$ cat config.mk
export PLATFORM = sky130hd
export DESIGN_NAME = vpu_result_wb
export DESIGN_NICKNAME = d
export VERILOG_FILES = /design/src/rtl/vpu_result_wb_pkg.sv /design/src/rtl/vpu_result_wb_fifo.sv /design/src/rtl/vpu_result_wb.sv
export SDC_FILE = /design/constraint.sdc
export NUM_CORES = 1
export LEC_CHECK = 0
export CORE_MARGIN = 2
export CORE_UTILIZATION = 50
export DETAILED_ROUTE_END_ITERATION = 10
export PLACE_DENSITY_LB_ADDON = 0.25
export SYNTH_ARGS = -nofsm -noshare
export SYNTH_HDL_FRONTEND = slang
export SYNTH_SLANG_ARGS = --single-unit
$ cat constraint.sdc
create_clock -name clk -period 2.3 [get_ports clk]
set_input_delay 0.23 -clock clk [delete_from_list [all_inputs] [get_ports clk]]
set_output_delay 0.23 -clock clk [all_outputs]
set_load 0.01 [all_outputs]
$ cat src/rtl/vpu_result_wb_pkg.sv
// Shared constants and entry type for the VPU result write-back stage.
// The optional VPU_WB_PARITY_EN macro adds a parity bit to each result entry.
package VPU_PKG;

   localparam int unsigned DWIDTH_PER_EXEC = 32;
   localparam int unsigned WB_ADDR_WIDTH   = 8;
   localparam int unsigned WB_DEPTH        = 4;

   localparam int unsigned WB_ERR_OVF    = 0;
   localparam int unsigned WB_ERR_ORPHAN = 1;

   typedef struct packed {
      logic [WB_ADDR_WIDTH-1:0]   addr;
      logic [DWIDTH_PER_EXEC-1:0] data;
`ifdef VPU_WB_PARITY_EN
      logic                       parity;
`endif
   } vpu_wb_entry_t;

endpackage

$ cat src/rtl/vpu_result_wb_fifo.sv
// Generic synchronous FIFO with registered storage, zero head when empty, full/empty flags.
// A pop on the same cycle frees room for a push into a full FIFO.
module vpu_wb_fifo #(
   parameter int unsigned WIDTH = 8,
   parameter int unsigned DEPTH = 4
) (
   input  logic             clk,
   input  logic             rst,
   input  logic             push,
   input  logic [WIDTH-1:0] din,
   input  logic             pop,
   output logic [WIDTH-1:0] dout,
   output logic             full,
   output logic             empty
);

   localparam int unsigned AW = $clog2(DEPTH);

   logic [WIDTH-1:0] mem_q [DEPTH];
   logic [AW-1:0]    wr_ptr_q, rd_ptr_q;
   logic [AW:0]      count_q;
   logic             do_push, do_pop;

   assign full    = (count_q == (AW+1)'(DEPTH));
   assign empty   = (count_q == '0);
   assign do_pop  = pop && !empty;
   assign do_push = push && (!full || do_pop);
   assign dout    = empty ? '0 : mem_q[rd_ptr_q];

   always_ff @(posedge clk) begin
      if (do_push) mem_q[wr_ptr_q] <= din;
   end

   always_ff @(posedge clk) begin
      if (rst) begin
         wr_ptr_q <= '0;
         rd_ptr_q <= '0;
         count_q  <= '0;
      end else begin
         if (do_push) wr_ptr_q <= wr_ptr_q + 1'b1;
         if (do_pop)  rd_ptr_q <= rd_ptr_q + 1'b1;
         case ({do_push, do_pop})
            2'b10:   count_q <= count_q + 1'b1;
            2'b01:   count_q <= count_q - 1'b1;
            default: count_q <= count_q;
         endcase
      end
   end

endmodule

$ cat src/rtl/vpu_result_wb.sv
// Pairs issued destination tags with execution results on rising done edges and drives writes.
// Defining VPU_WB_PARITY_EN adds wr_parity_o, stored with each result at push time.
module vpu_result_wb
   import VPU_PKG::*;
#(
   parameter int unsigned DWIDTH     = DWIDTH_PER_EXEC,
   parameter int unsigned ADDR_WIDTH = WB_ADDR_WIDTH,
   parameter int unsigned DEPTH      = WB_DEPTH
) (
   input  logic                  clk,
   input  logic                  rst,
   input  logic                  issue_valid_i,
   input  logic [ADDR_WIDTH-1:0] issue_dst_addr_i,
   output logic                  issue_ready_o,
   input  logic                  exec_done_i,
   input  logic [DWIDTH-1:0]     exec_dout_i,
   output logic                  wr_valid_o,
   input  logic                  wr_ready_i,
   output logic [ADDR_WIDTH-1:0] wr_addr_o,
   output logic [DWIDTH-1:0]     wr_data_o,
   output logic                  busy_o,
`ifdef VPU_WB_PARITY_EN
   output logic                  wr_parity_o,
`endif
   output logic [1:0]            err_o
);

`ifdef VPU_WB_PARITY_EN
   localparam int unsigned PW = 1;
`else
   localparam int unsigned PW = 0;
`endif
   localparam int unsigned RW = ADDR_WIDTH + DWIDTH + PW;

   logic                  done_q, done_rise;
   logic [1:0]            err_q;
   logic                  tag_push, tag_pop, tag_full, tag_empty;
   logic [ADDR_WIDTH-1:0] tag_head;
   logic                  res_push, res_pop, res_full, res_empty;
   logic [RW-1:0]         res_din, res_dout;

   assign done_rise = exec_done_i & ~done_q;
   assign tag_push  = issue_valid_i && issue_ready_o;
   assign tag_pop   = done_rise && !tag_empty;
   assign res_push  = tag_pop;
   assign res_pop   = wr_valid_o && wr_ready_i;

`ifdef VPU_WB_PARITY_EN
   assign res_din = {tag_head, exec_dout_i, ^exec_dout_i};
   assign {wr_addr_o, wr_data_o, wr_parity_o} = res_dout;
`else
   assign res_din = {tag_head, exec_dout_i};
   assign {wr_addr_o, wr_data_o} = res_dout;
`endif

   assign issue_ready_o = !tag_full;
   assign wr_valid_o    = !res_empty;
   assign busy_o        = !tag_empty || !res_empty;
   assign err_o         = err_q;

   vpu_wb_fifo #(
      .WIDTH (ADDR_WIDTH),
      .DEPTH (DEPTH)
   ) u_tag_fifo (
      .clk   (clk),
      .rst   (rst),
      .push  (tag_push),
      .din   (issue_dst_addr_i),
      .pop   (tag_pop),
      .dout  (tag_head),
      .full  (tag_full),
      .empty (tag_empty)
   );

   vpu_wb_fifo #(
      .WIDTH (RW),
      .DEPTH (DEPTH)
   ) u_res_fifo (
      .clk   (clk),
      .rst   (rst),
      .push  (res_push),
      .din   (res_din),
      .pop   (res_pop),
      .dout  (res_dout),
      .full  (res_full),
      .empty (res_empty)
   );

   // done_q resets high so an idle-high done level does not look like an edge.
   always_ff @(posedge clk) begin
      if (rst) begin
         done_q <= 1'b1;
         err_q  <= 2'b00;
      end else begin
         done_q <= exec_done_i;
         if (done_rise && tag_empty)             err_q[WB_ERR_ORPHAN] <= 1'b1;
         if (res_push && res_full && !res_pop)   err_q[WB_ERR_OVF]    <= 1'b1;
      end
   end

endmodule

==> out/metrics.csv, run 1 <==
stage,metric,value,unit
status,status,"complete, but fails checks",
status,failing checks,negative setup slack,
logic_synthesis,Synth top cells by count,"192 x edfxtp_1, 48 x mux4_2, 38 x nor2b_1, 21 x dfxtp_1, 15 x nor2_1",
placement,pre-CTS WS,-207,ps
logic_synthesis,Cells after Synth,423,
sta,Final Skew,15.7,ps
logic_synthesis,YS warnings,0,
cts,Num CTS Buffers,22,
final_layout,Area growth syn-to-layout,26.3,%
sta,min Tclk post-route,2320,ps
cts,worst-skew pair later-pin latency,510,ps
critical_path,CP required,2070,ps
placement,port buffer count,89,
power_and_ir_drop,leakage power,3.66,nW
cts,CTS Buffer Depth,3,
logic_synthesis,post-synth cell types,36,
logic_synthesis,mapped cell area,8360,sq um
critical_path,Crit Reg-Reg Endpoint,u_res_fifo.count_q[2],
cts,Clock transition at path regs,60,ps
critical_path,FF-to-FF path depth,9,
global_routing,first-pass GRT wire length,24.0,mm
route,Post-DRT Antenna Nets,0,
route,DR pass1 iterations,4,
sta,# setup viols final,4,
route,initial detailed-routing violation count,294,
critical_path,FF-to-FF Start,u_res_fifo.count_q[2],
floorplan,die area,17800,sq um
sta,Worst-Margin Slew,644,ps
floorplan,initial core utilization,0.508,
run,max_cap viols,0,
sta,hold slack,352,ps
sta,Final Hold Fails,0,
worst_hold_path,hold_sp,exec_done_i,
cts,cts hold-fix bufs,0,
sta,headroom to the max-slew limit,0.570,
floorplan,IO Count,90,
route,via count,4171,
critical_path,"critical path fanouts, max",6,
global_routing,total track usage,0.176,
critical_path,CP Data Arrival Time,2090,ps
cts,Root Buffer,clkbuf_16,
logic_synthesis,syn nets,480,
sta,crit share post-route,1.01,
logic_synthesis,synthesized flop and latch total,213,
global_routing,GR Overflow Total,0,
logic_synthesis,Avg Inst Size Synth,19.8,sq um
cts,H-tree levels,1,
global_routing,vias in the first global route,4444,
floorplan,core area,16500,sq um
final_layout,fin util,0.642,
sta,RSZ-0062 raised after global routing,true,
route,WL/cell,19.4,um
global_routing,largest net degree at the start of global routing,32,
power_and_ir_drop,pwr/cell area,855,nW/um^2
global_routing,initial antenna violation count,0,
critical_path,CP endpoint kind,primary output,
critical_path,crit start category,register,
logic_synthesis,post-synth top area cell,edfxtp_1,
logic_synthesis,synth top area cells,"edfxtp_1 69%, mux4_2 13%, dfxtp_1 5.0%",
sta,Final WS setup,-19.5,ps
final_layout,fillers,1140,
floorplan,Die Ht,133,um
placement,area post-placement,9700,sq um
floorplan,die outline width,133,um
route,Via density,5.27,
sta,Max Freq,431,MHz
floorplan,FP Rows,47,
sta,Setup TNS,-50.3,ps
final_layout,area of the multi-input gates,2050,sq um
cts,TritonCTS clock tree,done,
logic_synthesis,post-synth top area share,0.690,
worst_hold_path,Worst Hold Depth,2,
route,Routed WL,15.3,mm
final_layout,nets,613,
logic_synthesis,asr flop ratio synth,0,
final_layout,fin area,10600,sq um
final_layout,layout cell share with drive strength beyond 1,0.302,
cts,clock sink total,213,
logic_synthesis,"Seq/Total Area, Yosys",0.740,
critical_path,r2r setup slk,170,ps
final_layout,register area,6190,sq um
power_and_ir_drop,VDD IR max,601,uV
critical_path,CP Class,reg -> out,
sta,max-slew violations,0,
logic_synthesis,"EDFF count, synth",192,
worst_hold_path,HP Class,in -> reg,
placement,GP Congestion,0.691,
route,Residual DRC,0,
logic_synthesis,Main synth FF type,edfxtp_1,
final_layout,Ant. Diodes,0,
logic_synthesis,"count leader, synth",edfxtp_1,
worst_hold_path,WHS Endpoint,done_q,
placement,post-DP HPWL,9.07,mm
[kinds of logic (layout without fill, tap and decap cells)]
| family | count (synthesis) | after routing | share of synthesized area |
|---|---|---|---|
| AND/OR/NAND/NOR | 89 | 89 | 0.0661 |
| flip-flops | 213 | 213 | 0.740 |
| adder cells (fa/ha/maj) | 12 | 12 | 0.0198 |
| AO/OA/AOI/OAI | 19 | 19 | 0.0154 |
| buffers and inverters | 34 | 183 | 0.0208 |
| XOR/XNOR | 6 | 6 | 0.00628 |
| multiplexers | 50 | 50 | 0.132 |
[cells in the final DEF, fill, tap and decap left out, drive strengths merged, types with 4 or more instances in the layout]
cell type	count
or3	4
xor2	6
nor2	15
clkbuf	30
inv	14
a21oi	9
and2	12
dfxtp	21
dlymetal6s2s	4
and3	4
ha	10
buf	73
nor2b	38
clkinv	10
clkdlybuf4s50	48
mux4	48
edfxtp	192
[where the power goes]
part / total [mW] / switching, mW / internal (mW) / leakage, nW
sequential: 4.36 / 0.0430 / 4.32 / 1.91
clock: 3.30 / 1.39 / 1.91 / 0.332
combinational: 1.37 / 0.623 / 0.749 / 1.41
[worst max-delay path, cell delays in order, from the launching register on]
cell and delay [ps]:
dfxtp_4 370, buf_4 120, buf_12 110, buf_16 130, buf_4 110, mux4_2 470
nor2b_1 140, buf_2 140
[worst max-delay path by stage]
stage	from	to	slack, ps	cells after the start
finish	register	wr_data_o[16]	-20	7
global route	register	wr_data_o[16]	-80	7
CTS	register	wr_addr_o[7]	-140	8
detailed placement	wr_ready_i	u_res_fifo.count_q[2]	-210	10
global placement	wr_ready_i	u_res_fifo.count_q[2]	-120	10
floorplan	done_q	u_res_fifo.mem_q[1][0]	130	3
[per-layer routing]
metal  global-route usage  share of wire
met5                    0              0
met4               0.0443          0.020
met3               0.0346          0.050
met2                0.306           0.51
met1                0.229           0.42
[sequential cells by signal, indices dropped and copies added, names as in the netlist, named ones only]
signal,flops
done_q,1
err_o,2
u_res_fifo.count_q,3
u_res_fifo.mem_q,160
u_res_fifo.rd_ptr_q,2
u_res_fifo.wr_ptr_q,2
u_tag_fifo.count_q,3
u_tag_fifo.mem_q,32
u_tag_fifo.rd_ptr_q,2
u_tag_fifo.wr_ptr_q,2
[layout make-up]
class | count | area share
sequential | 213 | 0.586
multi-input combinational | 176 | 0.194
timing repair buffer | 129 | 0.125
clock buffer | 29 | 0.0555
tap | 220 | 0.0261
clock inverter | 11 | 0.00817
inverter | 14 | 0.00497
[through the flow]
stage               total power [mW]  instances
finish                          9.03        792
detailed placement              5.69        736
global route                    9.36        792
global placement                5.65        736
floorplan                       5.10        423
CTS                             9.07        790
[repair_timing]
item	4_1_cts	5_1_grt
setup buffers	10	3
cloned	4	0
gates resized for setup	142	27
setup endpoints to repair	40	34
Power figures use the tool's default switching activity.
==> run 2, diff against run 1 <==
Settings changed: SETUP_SLACK_MARGIN set to 0.1.
==> run 2 against run 1 <==
Effect of this change:
- the flow still finishes with violations (negative setup slack)
- die area unchanged
- combinational power is 4% higher
- design area grew 0.38%
- largest power group unchanged
==> out/metrics.csv, run 2 (synthesis results as in run 1) <==
stage,metric,value,unit
route,Routed WL,15.5,mm
critical_path,CP Class,reg -> out,
sta,Worst-Margin Slew,643,ps
final_layout,Ant. Diodes,0,
floorplan,Die Ht,133,um
power_and_ir_drop,pwr/cell area,856,nW/um^2
power_and_ir_drop,Gate power share,0.157,
sta,RSZ-0062 raised after global routing,true,
power_and_ir_drop,sw frac,0.226,
sta,Max Freq,420,MHz
final_layout,Largest regs,"u_res_fifo.mem_q x160, u_tag_fifo.mem_q x32",
sta,Final Skew,13.5,ps
power_and_ir_drop,switching power,2.05,mW
final_layout,most frequent cells in the layout,"192 x edfxtp_1, 48 x mux4_2, 47 x clkdlybuf4s50_1",
final_layout,layout cell share with drive strength beyond 1,0.321,
final_layout,Largest register FFs,160,
sta,headroom to the max-slew limit,0.570,
final_layout,Non-Filler Instances,796,
cts,Num CTS Buffers,22,
global_routing,GR Overflow Total,0,
route,DR pass1 iterations,6,
route,via count,4182,
floorplan,initial core utilization,0.508,
critical_path,CP endpoint kind,primary output,
floorplan,core area,16500,sq um
critical_path,"critical path fanouts, max",6,
status,failing checks,negative setup slack,
cts,H-tree levels,1,
power_and_ir_drop,Int Power,7.03,mW
floorplan,FP Rows,47,
power_and_ir_drop,Clock Power Share,0.362,
cts,Root Buffer,clkbuf_16,
cts,Clock transition at path regs,60,ps
critical_path,r2r setup slk,210,ps
route,WL/cell,19.5,um
power_and_ir_drop,Overall Power,9.08,mW
final_layout,Area growth syn-to-layout,26.8,%
global_routing,total track usage,0.177,
cts,worst-skew pair later-pin latency,500,ps
critical_path,CP required,2070,ps
global_routing,initial antenna violation count,0,
route,initial detailed-routing violation count,283,
cts,CTS Buffer Depth,3,
floorplan,die outline width,133,um
critical_path,crit start category,register,
route,Post-DRT Antenna Nets,0,
placement,dpl cells,736,
sta,min Tclk post-route,2380,ps
final_layout,Largest Register,u_res_fifo.mem_q,
power_and_ir_drop,VDD IR max,600,uV
power_and_ir_drop,part of the power in registers,0.481,
final_layout,nets,617,
critical_path,FF-to-FF Start,u_tag_fifo.count_q[0],
sta,Final WS setup,-78.9,ps
placement,GP Congestion,0.691,
route,Residual DRC,0,
sta,Final Hold Fails,0,
power_and_ir_drop,leakage power,3.63,nW
floorplan,IO Count,90,
cts,cts hold-fix bufs,0,
critical_path,CP Data Arrival Time,2150,ps
route,Via density,5.25,
global_routing,vias in the first global route,4452,
cts,clock sink total,213,
status,status,"complete, but fails checks",
run,max_cap viols,0,
global_routing,first-pass GRT wire length,24.1,mm
cts,TritonCTS clock tree,done,
sta,max-slew violations,0,
placement,post-DP HPWL,9.07,mm
worst_hold_path,hold_sp,exec_done_i,
final_layout,"leading cell type in the layout, fill and taps excluded",edfxtp_1,
global_routing,largest net degree at the start of global routing,32,
sta,hold slack,353,ps
floorplan,die area,17800,sq um
worst_hold_path,HP Class,in -> reg,
placement,port buffer count,89,
sta,crit share post-route,1.03,
sta,# setup viols final,8,
-- run 2: worst paths after layout --
check,endpoint,cells after the start
worst min register to register,err_o[1],2
worst min-delay path,done_q,2
worst max-delay path,wr_addr_o[1],8
worst max register to register,u_tag_fifo.count_q[2],8
-- run 2: final cells by class --
type | instances | area [sq um]
Timing Repair Buffer | 133 | 1380
Fill cell | 1133 | 5860
Inverter | 14 | 52.6
Clock inverter | 11 | 86.3
Multi-Input combinational cell | 176 | 2030
Tap cell | 220 | 275
Sequential cell | 213 | 6200
Clock buffer | 29 | 587
-- run 2: metal layers --
layer / part of all wire / GRT usage / vias up
met3: 0.049 / 0.0342 / 26
li1: - / - / 1920
met2: 0.51 / 0.310 / 110
met4: 0.020 / 0.0443 / 0
met5: 0 / 0 / -
met1: 0.42 / 0.230 / 2126
-- run 2: worst max-delay path, cell delays in order (launching register included) --
cell and delay [ps]:
dfxtp_4 360, buf_12 120, buf_12 120, buf_12 120, buf_16 140, buf_12 120
mux4_2 390, nor2b_1 140, buf_2 130
-- run 2: stage by stage --
| step | instance area [sq um] | setup WS, ps | setup TNS, ps | util |
|---|---|---|---|---|
| final | 10600 | -78.9 | -380 | 0.644 |
| after CTS | 10500 | -138 | -753 | 0.640 |
| after floorplan | 8360 | 126 | 0 | - |
| after global routing | 10600 | -120 | -1280 | 0.644 |
| after global placement | 9700 | -121 | -121 | 0.589 |
| after detailed placement | 9700 | -207 | -246 | 0.589 |
-- run 2: power by group through the flow --
| stage | Clock [mW] | Sequential [mW] | Combinational (mW) |
|---|---|---|---|
| floorplan | 0 | 4.44 | 0.663 |
| detailed placement | 0 | 4.45 | 1.24 |
| global placement | 0 | 4.44 | 1.21 |
| global route | 3.51 | 4.37 | 1.53 |
| finish | 3.29 | 4.37 | 1.42 |
| CTS | 3.37 | 4.37 | 1.39 |
-- run 2: timing repair --
item	CTS	global route
pin swaps	1	2
gates resized for setup	155	20
endpoints found under the setup margin	43	41
setup buffers	11	4
cloned	5	0
